## src/rtl/firebird7_in_gate1_tessent_mux_ovr_ctrl_pkg.sv

```systemverilog
// Shared types and default constants for the IJTAG mux override controller.
package firebird7_in_gate1_tessent_mux_ovr_ctrl_pkg;

   typedef enum logic [1:0] {
      IDLE    = 2'd0,
      ARM     = 2'd1,
      ACTIVE  = 2'd2,
      RELEASE = 2'd3
   } state_t;

   localparam int DEF_DATA_W      = 19;
   localparam int DEF_SETTLE_CYC  = 4;
   localparam int DEF_TIMEOUT_CYC = 1024;
   localparam int GUARD_W         = 4;
   localparam int TIMEOUT_W       = 16;

endpackage

```

## src/rtl/firebird7_in_gate1_tessent_mux_ovr_tdr.sv

```systemverilog
// Override TDR: capture/shift/update chain plus the pending register
// that hands updates to the override FSM.
module firebird7_in_gate1_tessent_mux_ovr_tdr
   import firebird7_in_gate1_tessent_mux_ovr_ctrl_pkg::*;
#(
   parameter int DATA_W = DEF_DATA_W
) (
   input  logic              clk,
   input  logic              rst,
   input  logic              sel,
   input  logic              ce,
   input  logic              se,
   input  logic              ue,
   input  logic              si,
   output logic              so,
   input  logic [DATA_W-1:0] func_data,
   input  logic              active,
   input  logic              consume,
   input  logic              clr_req,
   output logic              pend_req,
   output logic [DATA_W-1:0] pend_data,
   output logic              pend_valid
);

   logic [DATA_W:0] sr;

   always_ff @(posedge clk or posedge rst) begin
      if (rst) begin
         sr <= '0;
      end else if (sel && ce) begin
         sr <= {active, func_data};
      end else if (sel && se) begin
         sr <= {si, sr[DATA_W:1]};
      end
   end

   // pend_valid/consume: the FSM takes {pend_req, pend_data} in a cycle where
   // pend_valid is high and pulses consume; an update in that same cycle wins.
   always_ff @(posedge clk or posedge rst) begin
      if (rst) begin
         pend_req   <= 1'b0;
         pend_data  <= '0;
         pend_valid <= 1'b0;
      end else if (sel && ue) begin
         pend_req   <= sr[DATA_W];
         pend_data  <= sr[DATA_W-1:0];
         pend_valid <= 1'b1;
      end else begin
         if (consume) pend_valid <= 1'b0;
         if (clr_req) pend_req   <= 1'b0;
      end
   end

   assign so = sr[0];

endmodule

```

## src/rtl/firebird7_in_gate1_tessent_mux_ovr_ctrl.sv

```systemverilog
// IJTAG-driven override of a functional mux with settle guards around select.
// Optional auto-release timeout: FIREBIRD7_IN_GATE1_MUX_OVR_TIMEOUT_EN.
module firebird7_in_gate1_tessent_mux_ovr_ctrl
   import firebird7_in_gate1_tessent_mux_ovr_ctrl_pkg::*;
#(
   parameter int DATA_W      = DEF_DATA_W,
   parameter int SETTLE_CYC  = DEF_SETTLE_CYC,
   parameter int TIMEOUT_CYC = DEF_TIMEOUT_CYC
) (
   input  logic              ijtag_tck,
   input  logic              ijtag_reset,
   input  logic              ijtag_sel,
   input  logic              ijtag_ce,
   input  logic              ijtag_se,
   input  logic              ijtag_ue,
   input  logic              ijtag_si,
   output logic              ijtag_so,
   input  logic [DATA_W-1:0] functional_data_in,
   output logic              ijtag_select,
   output logic [DATA_W-1:0] ijtag_data_out,
   output logic              ovr_active,
   output state_t            dbg_state
);

   localparam logic [GUARD_W-1:0] SETTLE_LAST = GUARD_W'(SETTLE_CYC - 1);

   if (SETTLE_CYC < 1 || SETTLE_CYC > 15 || TIMEOUT_CYC < 1 || TIMEOUT_CYC > 65536) begin : g_bad_param
      $error("firebird7 mux override: SETTLE_CYC or TIMEOUT_CYC out of range");
   end

   state_t              state, nxt;
   logic [GUARD_W-1:0]  cnt, cnt_d;
   logic [DATA_W-1:0]   data_q, data_d;
   logic                sel_q, sel_d;
   logic                consume, clr_req;
   logic                pend_req, pend_valid;
   logic [DATA_W-1:0]   pend_data;

`ifdef FIREBIRD7_IN_GATE1_MUX_OVR_TIMEOUT_EN
   localparam logic [TIMEOUT_W-1:0] TIMEOUT_LAST = TIMEOUT_W'(TIMEOUT_CYC - 1);
   logic [TIMEOUT_W-1:0] to_cnt, to_d;

   always_ff @(posedge ijtag_tck or posedge ijtag_reset) begin
      if (ijtag_reset) to_cnt <= '0;
      else             to_cnt <= to_d;
   end
`endif

   firebird7_in_gate1_tessent_mux_ovr_tdr #(.DATA_W(DATA_W)) u_tdr (
      .clk        (ijtag_tck),
      .rst        (ijtag_reset),
      .sel        (ijtag_sel),
      .ce         (ijtag_ce),
      .se         (ijtag_se),
      .ue         (ijtag_ue),
      .si         (ijtag_si),
      .so         (ijtag_so),
      .func_data  (functional_data_in),
      .active     (ovr_active),
      .consume    (consume),
      .clr_req    (clr_req),
      .pend_req   (pend_req),
      .pend_data  (pend_data),
      .pend_valid (pend_valid)
   );

   always_ff @(posedge ijtag_tck or posedge ijtag_reset) begin
      if (ijtag_reset) begin
         state  <= IDLE;
         cnt    <= '0;
         data_q <= '0;
         sel_q  <= 1'b0;
      end else begin
         state  <= nxt;
         cnt    <= cnt_d;
         data_q <= data_d;
         sel_q  <= sel_d;
      end
   end

   always_comb begin
      nxt     = state;
      cnt_d   = cnt;
      data_d  = data_q;
      consume = 1'b0;
      clr_req = 1'b0;
`ifdef FIREBIRD7_IN_GATE1_MUX_OVR_TIMEOUT_EN
      to_d    = to_cnt;
`endif
      case (state)
         IDLE: begin
            if (pend_valid) begin
               data_d  = pend_data;
               consume = 1'b1;
            end
            if (pend_req) begin
               nxt   = ARM;
               cnt_d = '0;
            end
         end
         ARM: begin
            if (cnt == SETTLE_LAST) begin
               nxt = ACTIVE;
`ifdef FIREBIRD7_IN_GATE1_MUX_OVR_TIMEOUT_EN
               to_d = '0;
`endif
            end else begin
               cnt_d = cnt + GUARD_W'(1);
            end
         end
         ACTIVE: begin
            if (pend_valid) begin
               data_d  = pend_data;
               consume = 1'b1;
`ifdef FIREBIRD7_IN_GATE1_MUX_OVR_TIMEOUT_EN
               to_d    = '0;
`endif
               if (!pend_req) begin
                  nxt   = RELEASE;
                  cnt_d = '0;
               end
            end
`ifdef FIREBIRD7_IN_GATE1_MUX_OVR_TIMEOUT_EN
            else if (to_cnt == TIMEOUT_LAST) begin
               nxt     = RELEASE;
               cnt_d   = '0;
               clr_req = 1'b1;
            end else begin
               to_d = to_cnt + TIMEOUT_W'(1);
            end
`endif
         end
         RELEASE: begin
            if (cnt == SETTLE_LAST) nxt = IDLE;
            else                    cnt_d = cnt + GUARD_W'(1);
         end
         default: nxt = IDLE;
      endcase
      // Select follows ACTIVE one cycle late on entry but drops with the exit edge.
      sel_d = (state == ACTIVE) && (nxt == ACTIVE);
   end

   assign ijtag_select   = sel_q;
   assign ijtag_data_out = data_q;
   assign ovr_active     = (state == ACTIVE);
   assign dbg_state      = state;

endmodule

```

## config.mk

```make
export PLATFORM = sky130hd
export DESIGN_NAME = firebird7_in_gate1_tessent_mux_ovr_ctrl
export DESIGN_NICKNAME = d
export VERILOG_FILES = /design/src/rtl/firebird7_in_gate1_tessent_mux_ovr_ctrl_pkg.sv /design/src/rtl/firebird7_in_gate1_tessent_mux_ovr_tdr.sv /design/src/rtl/firebird7_in_gate1_tessent_mux_ovr_ctrl.sv
export SDC_FILE = /design/constraint.sdc
export NUM_CORES = 1
export LEC_CHECK = 0
export ABC_AREA = 1
export CORE_MARGIN = 5
export CORE_UTILIZATION = 50
export DETAILED_ROUTE_END_ITERATION = 7
export PLACE_DENSITY = 0.86
export SYNTH_ARGS = -nofsm -noshare
export SYNTH_HDL_FRONTEND = slang
export SYNTH_SLANG_ARGS = --single-unit
```

## constraint.sdc

```tcl
create_clock -name ijtag_tck -period 4.75 [get_ports ijtag_tck]
set_input_delay 1.1875 -clock ijtag_tck [delete_from_list [all_inputs] [get_ports ijtag_tck]]
set_output_delay 1.1875 -clock ijtag_tck [all_outputs]
set_load 0.005 [all_outputs]
```

**Yosys cells after proc, flatten, opt, wreduce, memory -nomap -nowiden**

Index checks and enable logic that the tools add are counted.

- Register bits after elaboration: 67
- Output and inout port bits: 24
- Logic and storage cells: 46

- Equal/unequal tests: 9
- Reduce and logical (&&, ||, !) cells: 11
- Mux-type cells: 17
- Add/subtract/negate cells: 1

Operators with widths:

| kind | number |
|---|---|
| 20-bit 2-to-1 mux | 2 |
| 4-bit 2-to-1 mux | 4 |
| 4-bit one-hot mux with 3 select lines | 1 |
| 2-bit 2-to-1 mux | 5 |
| 2-bit one-hot mux with 4 select lines | 1 |
| 2-bit equality test, second input constant | 3 |
| 2-bit inequality test, second input constant | 3 |
| 4-bit by 1-bit adder with 4-bit output, second input constant | 1 |
| 4-bit by 2-bit equality test with 1-bit output, second input constant | 1 |
| 1-bit logical AND | 4 |
| 1-bit 2-to-1 mux | 4 |
| 4-bit AND reduction | 1 |
| 2-bit nonzero test | 2 |
| 2-bit OR reduction | 2 |
| 2-bit by 1-bit equality test with 1-bit output, second input constant | 1 |
| 2-bit zero test | 1 |
| 2-bit by 1-bit inequality test with 1-bit output, second input constant | 1 |
| 2-bit AND reduction | 1 |

**Depth between registers and ports, before layout**

- Word-level depth: 5
- Depth in mapped cells: 7
- Gate-level depth less buffers: 7

**Cells and area by module**

Synthesis repeated with hierarchy kept, for this count alone.

- Cell total of the unflattened synthesis: 375
- Area, all modules: 3041.7 um2

Modules (own cells, without submodules):

| module | area an instance (um2) | times used | cells each |
|---|---|---|---|
| firebird7_in_gate1_tessent_mux_ovr_tdr | 1936.9 | 1 | 247 |
| firebird7_in_gate1_tessent_mux_ovr_ctrl | 1104.8 | 1 | 128 |

**Least setup slack after synthesis**

OpenSTA, ideal clock, no wires.

- Path kind: input-to-reg
- Start point: input port ijtag_se
- End point: register u_tdr.sr[1]
- Stages: 6
- Arrival: 1792 ps
- Path slack: 2827 ps
- Setup time: 131 ps
- Cell sequence: nand2_1 > clkbuf_2 > buf_2 > o21ai_0 > o21ai_0 > o21ai_0

- Cells in the longest elaborated chain, start to end: 2

RTL lines:

| element | line | text |
|---|---|---|
| start: declaration | firebird7_in_gate1_tessent_mux_ovr_ctrl.sv:14 | `input logic ijtag_se,` |
| 1-bit logical AND | firebird7_in_gate1_tessent_mux_ovr_tdr.sv:32 | `end else if (sel && se) begin` |
| 2-bit nonzero test (no source line) | -- |  |
| end signal: assignment | firebird7_in_gate1_tessent_mux_ovr_tdr.sv:31 | `sr <= {active, func_data};` |
| end signal: assignment | firebird7_in_gate1_tessent_mux_ovr_tdr.sv:33 | `sr <= {si, sr[DATA_W:1]};` |
| end: declaration | firebird7_in_gate1_tessent_mux_ovr_tdr.sv:25 | `logic [DATA_W:0] sr;` |

No other way between the ends.
A chain may end at the register's enable or synchronous reset.

**Worst setup path in the final report**

- Start point: input port ijtag_sel
- End point: register u_tdr.sr[1]

- Cells in the longest elaborated chain, start to end: 2

RTL lines:

| element | line | text |
|---|---|---|
| start: declaration | firebird7_in_gate1_tessent_mux_ovr_ctrl.sv:12 | `input logic ijtag_sel,` |
| 1-bit logical AND (on tied branches) | firebird7_in_gate1_tessent_mux_ovr_tdr.sv:30, firebird7_in_gate1_tessent_mux_ovr_tdr.sv:32 |  |
| 20-bit 2-to-1 mux / 2-bit nonzero test (equally long branches) | -- |  |

Parallel ways exist; a longest one is shown, timed or not.

==> out/summary.txt <==
Core area: 5439 sq um
H-tree Lvls: 3
Mean Syn Cell Area: 10.35 sq um
Die X: 84.33 um
Port buffer count: 49
Setup TNS: 0 ns
TritonRoute pass-1 iters: 4
Grt met1 use: 22.29%
Slowest stage delay, CP: 0.69 ns
Share of layout cells above drive strength 1: 12.19%
Hold slack: 0.4885 ns
Post-CTS setup buffers: 0
Synth Area in Adders: 0.4529%
First-pass GRT wire length: 9018 um
Worst-Margin Slew: 1.084 ns
DPL Wire Length: 3611 um
Grt met2 use: 23.46%
FF+latch count, synth: 67
Post-synthesis compound-gate area fraction: 14.54%
Most frequent cells in the layout: o21ai_0, dfrtp_1, clkdlybuf4s50_1
Sink Count: 67
Vias per cell: 5.138
CTS clk-pin slew, worst paths: 0.07 ns
# IOs: 50
Multiplexer share of the synthesized area: 9.103%
Hold buffer count at cts: 0
Post-route ant nets: 0
All-Layer GR Usage: 15.64%
Root Buffer: clkbuf_8
Post-Syn Area: 2763 sq um
Worst endpoint data arrival time: 3.28 ns
Latest clock arrival within the worst-skew pair: 0.33 ns
Part of the cycle the worst path needs: 64.28%
P per Cell Area: 543.9 nW/um^2
Die area: 7112 sq um
Syn nets: 294
Crit-path cells: clkdlybuf4s50_1 -> nand2_1 -> nand2_1 -> o21ai_0
Pwr Total: 1.909 mW
Initial Util: 50.79%
Clock Skew: 0.007470 ns
CP dominant cell by count: nand2_1
Gr ovfl total: 0
Sequential share of the synthesized area: 60.69%
Xor and xnor area share after synthesis: 0.6341%
Critical Path End Type: flip-flop
GRT met3 Usage: 3.435%
# nets final: 342
Slew headroom: 27.56%
Setup crit start kind: primary input
Slowest-stage cell, CP: nand2_1
Max-slew violations: 0
Drt first-iter violations: 100
Worst min path class: flip-flop to flip-flop
PostCTS Resize Cnt: 0
Row Count: 27
Die Height: 84.33 um
Placed cell count: 376
RSZ-0062 raised after global routing: no
Largest family of logic cells by synthesized area: compound AO/OA/AOI/OAI gates
Crit path time final: 3.053 ns
Routability cong.: 0.7985
Most common cell after layout, fill and taps aside: o21ai_0
Reg2Reg Setup Slack: 3.35 ns
Outcome: finished clean
Final setup fails: 0
Worst vdd ir: 0.2253 mV
Routed WL: 5217 um
P&R area growth vs syn: 27.04%
Vias in the first global route: 1914
Final hold vios: 0
Number of synthesis warnings: 0
Synth cell types: 21
Bufs on Longest Clock Path: 2
CP max FO: 41
Static leakage: 1.673 nW
Post-Synth Simple-Gate Area: 8.197%
Max-cap check violation count: 0
Req. time, crit path: 4.97 ns
Antenna cells: 0
Pin count of the biggest net entering global routing: 42
Syn Inst Count: 267
Finished Layout Cells: 392
Inserted Clock Buffers: 9
Post-route DRC: 0
CTS tree: done
Busiest grt layer: met2
Via count: 2014
Routed wire length per instance: 13.31 um
Fmax: 0.3275 GHz
Initial antenna violation count: 0
Crit path kind: primary input to flip-flop
[critical path: cells and delay by family]
kind	cells	cell delay, ns
compound gates	1	0.36
buf+inv	1	0.43
simple gates	2	1.29
[per-layer routing]
layer  wire length, um  vias to the layer above
li1                  -                      980
met1              2364                      962
met2              2480                       63
met3               294                        9
met4                77                        0
met5                 0                        -
[cell usage after synthesis]
cell type  count  area share, %
clkbuf_2       1           0.18
nand2_1       43            5.8
o21ai_0       75             14
mux2_2         9            3.7
nand3_1        5           0.91
buf_1          1           0.14
o22ai_1        1           0.23
nor2_1         6           0.82
buf_2          1           0.18
a21oi_1        1           0.18
nand2_4        1           0.41
clkbuf_1       9            1.2
ha_1           1           0.45
buf_12         1           0.72
o21ai_1        3           0.54
nand4_1        1           0.23
mux2_4        10            5.4
inv_2          1           0.14
dfrtp_1       67             61
inv_1         28            3.8
xor2_1         2           0.63
[cell families (layout without fill, tap and decap cells)]
| family | after synthesis | count (layout) |
|---|---|---|
| AO/OA/AOI/OAI | 80 | 80 |
| flip-flops | 67 | 67 |
| XOR/XNOR | 2 | 2 |
| multiplexers | 19 | 19 |
| buffers and inverters | 42 | 95 |
| AND/OR/NAND/NOR | 56 | 56 |
| adder cells (fa/ha/maj) | 1 | 1 |
[flip-flops by register name (all words and copies together) (netlist names)]
signal	cells
ijtag_select	1
dbg_state	2
cnt	4
ijtag_data_out	19
u_tdr.sr	20
u_tdr.pend_req	1
u_tdr.pend_valid	1
u_tdr.pend_data	19
[final cells by class]
cell class	instances	area (sq um)
fill	418	1929
sequential	67	1677
multi-input combinational	158	909.6
timing repair buffer	50	498.0
clock buffer	11	151.4
inverter	29	108.9
tap	72	90.09
clock inverter	5	75.07
[power breakdown]
group	internal [mW]	switching [mW]
registers	0.732	0.0959
clock network	0.322	0.204
logic	0.335	0.220
total	1.39	0.520
[stage by stage]
step                utilization (%)  setup WS, ns  cell area (sq um)
finish                        64.53         1.697               3510
global route                  64.53         1.430               3510
CTS                           64.53         1.712               3510
detailed placement            60.36         1.377               3283
global placement              60.36         1.504               3283
floorplan                         -         1.879               2763
[path summary, 6_finish.rpt]
path                                    startpoint                  to  depth (start not counted)
min in group asynchronous              ijtag_reset        u_tdr.sr[14]                          2
worst max-delay path                     ijtag_sel         u_tdr.sr[1]                          4
worst max register to register        dbg_state[0]  ijtag_data_out[13]                          3
max in group asynchronous              ijtag_reset        dbg_state[0]                          3
worst min register to register  u_tdr.pend_data[9]  u_tdr.pend_data[9]                          2
worst min-delay path            u_tdr.pend_data[9]  u_tdr.pend_data[9]                          2
Power figures use the tool's default switching activity.
